[config.mk]
export PLATFORM = sky130hd
export DESIGN_NAME = if_fetch_unit
export DESIGN_NICKNAME = d
export VERILOG_FILES = /design/src/rtl/if_pkg.sv /design/src/rtl/if_fetch_unit_fetch_queue.sv /design/src/rtl/if_fetch_unit.sv
export SDC_FILE = /design/constraint.sdc
export NUM_CORES = 1
export LEC_CHECK = 0
export ABC_AREA = 1
export CAP_MARGIN = 10
export CORE_MARGIN = 2
export CORE_UTILIZATION = 50
export CTS_CLUSTER_DIAMETER = 200
export DETAILED_ROUTE_END_ITERATION = 10
export PLACE_DENSITY = 0.78
export SYNTH_ARGS = -nofsm -noshare
export SYNTH_HDL_FRONTEND = slang
export SYNTH_SLANG_ARGS = --single-unit
[constraint.sdc]
create_clock -name clk -period 6.3 [get_ports clk]
set_input_delay 1.575 -clock clk [delete_from_list [all_inputs] [get_ports clk]]
set_output_delay 1.575 -clock clk [all_outputs]
set_load 0.005 [all_outputs]
[src/rtl/if_pkg.sv]
// Shared types and constants for the instruction-fetch front end.
package if_pkg;

    localparam int          FETCH_ADDR_W = 32;
    localparam logic [31:0] NOP_INSTR    = 32'h0000_0000;
    localparam int          PC_STEP      = 4;

    typedef struct packed {
        logic [FETCH_ADDR_W-1:0] pc;
        logic [31:0]             instr;
    } fetch_entry_t;

    // ST_DROP: a redirect orphaned an in-flight request whose ack must be swallowed
    typedef enum logic {
        ST_FETCH,
        ST_DROP
    } fetch_state_t;

endpackage

[src/rtl/if_fetch_unit_fetch_queue.sv]
// Small synchronous FIFO holding fetched {pc, instr} pairs ahead of IF/ID.
module fetch_queue #(
    parameter int WIDTH = 64,
    parameter int DEPTH = 2
) (
    input  logic                     clk,
    input  logic                     rst,
    input  logic                     flush,
    input  logic                     push,
    input  logic [WIDTH-1:0]         push_data,
    input  logic                     pop,
    output logic [$clog2(DEPTH):0]   count,
    output logic                     head_valid,
    output logic [WIDTH-1:0]         head_data
);

    localparam int PTR_W = $clog2(DEPTH);

    logic [WIDTH-1:0] mem [DEPTH];
    logic [PTR_W-1:0] wr_ptr;
    logic [PTR_W-1:0] rd_ptr;
    logic             do_push;
    logic             do_pop;

    // Flush beats push; DEPTH is a power of two so pointers wrap naturally
    assign do_push = push && !flush;
    assign do_pop  = pop && !flush && (count != '0);

    always_ff @(posedge clk) begin
        if (rst || flush) begin
            wr_ptr <= '0;
            rd_ptr <= '0;
            count  <= '0;
        end else begin
            if (do_push) wr_ptr <= wr_ptr + 1'b1;
            if (do_pop)  rd_ptr <= rd_ptr + 1'b1;
            case ({do_push, do_pop})
                2'b10:   count <= count + 1'b1;
                2'b01:   count <= count - 1'b1;
                default: ;
            endcase
        end
    end

    always_ff @(posedge clk) begin
        if (!rst && do_push) mem[wr_ptr] <= push_data;
    end

    assign head_valid = (count != '0);
    assign head_data  = mem[rd_ptr];

endmodule

[src/rtl/if_fetch_unit.sv]
// Instruction-fetch front end: owns the PC, talks to variable-latency imem,
// and feeds IF/ID one {pc, instr} pair per cycle through a prefetch queue.
module if_fetch_unit
    import if_pkg::*;
#(
    parameter int                ADDR_W   = 32,
    parameter int                DEPTH    = 2,
    parameter logic [ADDR_W-1:0] RESET_PC = '0,
    parameter int                INC_BITS = 8
) (
    input  logic              clk,
    input  logic              rst,
    input  logic              stall,
    input  logic              redirect_valid,
    input  logic [ADDR_W-1:0] redirect_pc,
    output logic              imem_req,
    output logic [ADDR_W-1:0] imem_addr,
    input  logic              imem_ack,
    input  logic [31:0]       imem_rdata,
    output logic              id_valid,
    output logic [31:0]       id_instr,
    output logic [ADDR_W-1:0] id_pc
);

    localparam int CNT_W   = $clog2(DEPTH) + 1;
    localparam int ENTRY_W = ADDR_W + 32;

    fetch_state_t      state, state_next;
    logic [ADDR_W-1:0] fetch_pc, fetch_pc_next;
    logic [ADDR_W-1:0] drop_addr, drop_addr_next;
    logic [CNT_W-1:0]  count;
    logic              head_valid;
    logic [ENTRY_W-1:0] head_data;
    logic              xfer;
    logic              push;
    logic              pop;

    // Only the low INC_BITS advance; upper bits stay fixed like the CPU's next-address rule
    function automatic logic [ADDR_W-1:0] inc_pc(input logic [ADDR_W-1:0] pc);
        inc_pc = {pc[ADDR_W-1:INC_BITS], pc[INC_BITS-1:0] + INC_BITS'(PC_STEP)};
    endfunction

    assign imem_req  = !rst && ((state == ST_DROP) || (count < CNT_W'(DEPTH)));
    assign imem_addr = rst ? RESET_PC : ((state == ST_DROP) ? drop_addr : fetch_pc);
    assign xfer      = imem_req && imem_ack;

    assign push = xfer && (state == ST_FETCH) && !redirect_valid;
    assign pop  = id_valid && !stall && !redirect_valid;

    assign id_valid = !rst && head_valid;
    assign id_pc    = id_valid ? head_data[ENTRY_W-1:32] : '0;
    assign id_instr = id_valid ? head_data[31:0] : NOP_INSTR;

    always_ff @(posedge clk) begin
        if (rst) begin
            state     <= ST_FETCH;
            fetch_pc  <= RESET_PC;
            drop_addr <= RESET_PC;
        end else begin
            state     <= state_next;
            fetch_pc  <= fetch_pc_next;
            drop_addr <= drop_addr_next;
        end
    end

    // Redirect outranks everything but reset; a request left hanging by it
    // keeps its old address until the orphaned ack arrives and is thrown away.
    always_comb begin
        state_next     = state;
        fetch_pc_next  = fetch_pc;
        drop_addr_next = drop_addr;
        if (redirect_valid) begin
            fetch_pc_next = redirect_pc & ~ADDR_W'(3);
            if (state == ST_FETCH) begin
                if (imem_req && !imem_ack) begin
                    state_next     = ST_DROP;
                    drop_addr_next = fetch_pc;
                end
            end else if (xfer) begin
                state_next = ST_FETCH;
            end
        end else if (state == ST_DROP) begin
            if (xfer) state_next = ST_FETCH;
        end else if (xfer) begin
            fetch_pc_next = inc_pc(fetch_pc);
        end
    end

    fetch_queue #(
        .WIDTH (ENTRY_W),
        .DEPTH (DEPTH)
    ) u_queue (
        .clk        (clk),
        .rst        (rst),
        .flush      (redirect_valid),
        .push       (push),
        .push_data  ({fetch_pc, imem_rdata}),
        .pop        (pop),
        .count      (count),
        .head_valid (head_valid),
        .head_data  (head_data)
    );

endmodule

==> run summary <==
In this run, post-CTS hold repair placed 0 buffers. Entering global routing, the biggest net connects 63 pins. The all-layer global routing usage is 20.96%, and the wire length per cell is 15.00 um.

No sink is reached through more buffers than the 2 on the longest clock path. The share of the Yosys chip area taken by registers is 63.19%. The path with the worst hold slack has its endpoint at drop_addr[26]. STA classifies the critical path startpoint as a primary input.

Measured in cells, the most critical reg-to-reg path has a length of 7. Of the cells placed in the final design, the portion with a size suffix greater than 1 is 11.99%. The starting density of the core was 50.63%. The master cell of the clock root buffer is sky130_fd_sc_hd__clkbuf_16. For the number of distinct standard cells referenced by the synthesized netlist, the log shows 22. The most numerous cell type found on the critical path is sky130_fd_sc_hd__clkdlybuf4s50_1. For this design the ratio of total power to cell area is 252.9 nW/um^2. Together, buffers and inverters on the worst path number 4.

The period utilization is 81.96%. The path type of the worst min-delay path was flop to flop. The Yosys step of the flow raised 0 warnings. The first global-routing pass estimated 27220 um of wire.

A synthesized cell averages 10.12 um^2. The logs give 3.59 ns for the data arrival time of the critical path and 5 for the number of iterations in the first detailed-routing pass. The area share of the largest cell type after synthesis was 46.64%. The minimum period implied by the final worst setup slack works out to 5.163 ns. The logs give 0 for the number of instances resized during post-cts repair and 1.104 ns for the pre-CTS setup slack. Measured along the x axis, the die boundary spans 130.4 um. The signal on the critical path passes through clkdlybuf4s50_1 -> inv_2 -> buf_4 -> o21ai_0 -> nor2_1 -> clkdlybuf4s50_1. For the pin with the worst max-slew slack, the measured transition is 0.8966 ns. TritonCTS created 17 clock buffers.

The final antenna-violating net count came out at 0. Measured against its own limit, the worst slew margin works out to 40.22%. Setup violations remaining at the end of the flow were counted as 0. The worst endpoint required time is 4.72 ns, and the boundary pin count is 167.

The site row count came out at 46. The predominant post-synthesis flop cell is sky130_fd_sc_hd__edfxtp_1. The initial antenna violation count is 0, and the met3 wire length is 1127 um.

The worst-path maximum fanout came out at 38. Across the routed clock network, the largest skew measured is 0.008033 ns. Clock-pin slew was measured on the worst setup and hold paths at 0.06 ns. The clock latency of the later-clocked register in the worst-skew pair was 0.42 ns.

The category of cells accounting for the largest share of critical-path delay was buffers and inverters. The H-tree was split into 4 levels. The max capacitance violation total was 0; the number of buffers added on ports was 160. The cell area after synthesis was 7984 um^2. On the critical path, the stage with the largest delay is an instance of sky130_fd_sc_hd__clkdlybuf4s50_1.

Routability-driven placement finished with a final weighted congestion of 0.8023. The critical path is of the primary input to output port type. For the layout net count, the log shows 1009.

The clock sink count was 190; the number of global-route vias before repair was 5580. The detailed router used layers up to and including met4. The amount of wire on met2 after detailed routing was 8458 um.

The number of antenna diodes in the final layout is 0. The number of vias after detailed routing is 5722, and the number of flops mapped to enable cells by yosys is 124. The floorplan step defined a core boundary enclosing 15770 um^2.

The worst setup path is captured at an output port. TritonCTS built the clock tree. Final-report hold violation count: 0.

For this run, the top clock speed supported by timing is 0.1937 GHz. The global-route congestion overflow total came out at 0. After detailed routing, the number of vias per cell comes to 4.903. The critical path's largest stage delay is 0.53 ns, and the largest vdd supply drop is 0.0001775 V. Summed over all instances, the cell type with the most area after synthesis is sky130_fd_sc_hd__edfxtp_1. For this design the static power due to leakage is 4.322 nW. The setup TNS was 0 ns; the final worst setup slack was 1.137 ns. Detailed placement ended at an HPWL of 10860 um. Counting instances, the worst hold path has a depth of 2. In this run the vertical extent of the chip is 130.4 um.

The register-to-register setup slack was 3.14 ns. In this run the most critical hold path is launched from drop_addr[26]. The most used standard cell by instance count after synthesis was sky130_fd_sc_hd__nor2_1. For this block, the initial DRC count from the detailed router was 354. In the synthesized netlist, the number of instances is 789. The run finished with clean final reports. The synthesized design contains 190 register bits.

The area growth from synthesis to layout is 30.15%. The floorplan step defined a die boundary enclosing 17000 um^2. Reg-to-reg endpoint: u_queue.mem[0][11].

The residual DRC count was 0. Sorting the synthesized cells by how often they occur yields sky130_fd_sc_hd__nor2_1 (184), sky130_fd_sc_hd__edfxtp_1 (124), sky130_fd_sc_hd__inv_1 (101). The share of flip-flops with an asynchronous set or reset after synthesis works out to 0%.

For the routed length on met1, the log shows 7671 um. Setup repair after global routing left no endpoint under its margin. The run gives 0 as the final count of pins violating max slew.

By area the synthesized netlist is led by sky130_fd_sc_hd__edfxtp_1 (47%), sky130_fd_sc_hd__dfxtp_1 (17%), sky130_fd_sc_hd__mux2_2 (8.7%), sky130_fd_sc_hd__nor2_1 (8.7%), sky130_fd_sc_hd__o21ai_0 (5.6%). Buffers added to address setup during post-CTS repair amount to 0. Wires add up to 17510 um.
==> sequential cells by signal (all words and copies together), names as in the netlist, named ones only <==
| signal | count |
|---|---|
| drop_addr | 30 |
| u_queue.count | 2 |
| u_queue.mem | 124 |
| u_queue.rd_ptr | 1 |
| fetch_pc | 30 |
| u_queue.wr_ptr | 1 |
==> worst max-delay path by stage <==
stage                                    to  startpoint  cells past startpoint
after global placement        imem_addr[27]         rst                      6
after floorplan           u_queue.mem[0][0]         rst                      5
after detailed placement      imem_addr[27]         rst                      6
after global routing          imem_addr[27]         rst                      6
after CTS                     imem_addr[27]         rst                      6
final                         imem_addr[27]         rst                      6
==> per-layer routing <==
| metal | vias up | GRT usage (%) |
|---|---|---|
| met1 | 2672 | 26.08 |
| met4 | 0 | 7.134 |
| met5 | - | 0 |
| li1 | 2848 | - |
| met2 | 179 | 36.71 |
| met3 | 23 | 4.182 |
==> per-stage QoR <==
step                utilization [%]  instances  power (mW)  instance area (um^2)  hold slack (ns)
CTS                           65.89       1167       2.649                 10390           0.4692
floorplan                         -        792       1.521                  7995           0.4349
global placement              62.32       1135       1.627                  9828           0.4451
finish                        65.89       1167       2.628                 10390           0.4702
detailed placement            62.32       1135       1.635                  9828           0.4535
global route                  65.89       1167       2.729                 10390           0.4912
==> tightest hold or removal path, cell delays in order, from the launching register on <==
cell and delay (ns):
sky130_fd_sc_hd__dfxtp_1 0.33, sky130_fd_sc_hd__nor2_1 0.05, sky130_fd_sc_hd__nor2_1 0.07
==> report_power, final <==
group | internal [mW] | switching, mW
clock | 0.550 | 0.470
combinational | 0.110 | 0.109
sequential | 1.37 | 0.0232
==> layout by cell type, fill, tap and decap left out, drive strengths merged <==
| master | netlist | layout |
|---|---|---|
| nor2 | 184 | 184 |
| clkdlybuf4s50 | 0 | 160 |
| edfxtp | 124 | 124 |
| inv | 102 | 106 |
| o21ai | 90 | 90 |
| nand2 | 88 | 88 |
| dfxtp | 66 | 66 |
| mux2 | 62 | 62 |
| clkbuf | 30 | 17 |
| buf | 16 | 13 |
| a21oi | 10 | 10 |
| nand3 | 5 | 5 |
| clkinvlp | 0 | 5 |
| clkinv | 0 | 5 |
| conb | 1 | 4 |
| xor2 | 3 | 3 |
| o21bai | 2 | 2 |
| ha | 2 | 2 |
| nand4 | 1 | 1 |
| nor3 | 1 | 1 |
| nand3b | 1 | 1 |
| xnor2 | 1 | 1 |
| bufinv | 0 | 1 |
==> logic make-up after synthesis <==
family | count (synthesis) | synth area share, %
adder cells (fa/ha/maj) | 2 | 0.3134
XOR/XNOR | 4 | 0.4389
AO/OA/AOI/OAI | 102 | 6.598
multiplexers | 62 | 8.745
AND/OR/NAND/NOR | 280 | 13.34
flip-flops | 190 | 63.19
buffers and inverters | 148 | 7.334
other | 1 | 0.04697
==> area by class of cell <==
class / instances / area [um^2]
inverter: 102 / 382.9
multi-input combinational: 454 / 2390
tap: 216 / 270.3
timing repair buffer: 173 / 1737
clock inverter: 15 / 137.6
clock buffer: 17 / 425.4
fill: 1274 / 5379
sequential: 190 / 5049
No activity file was read; power rests on OpenSTA's default activity.
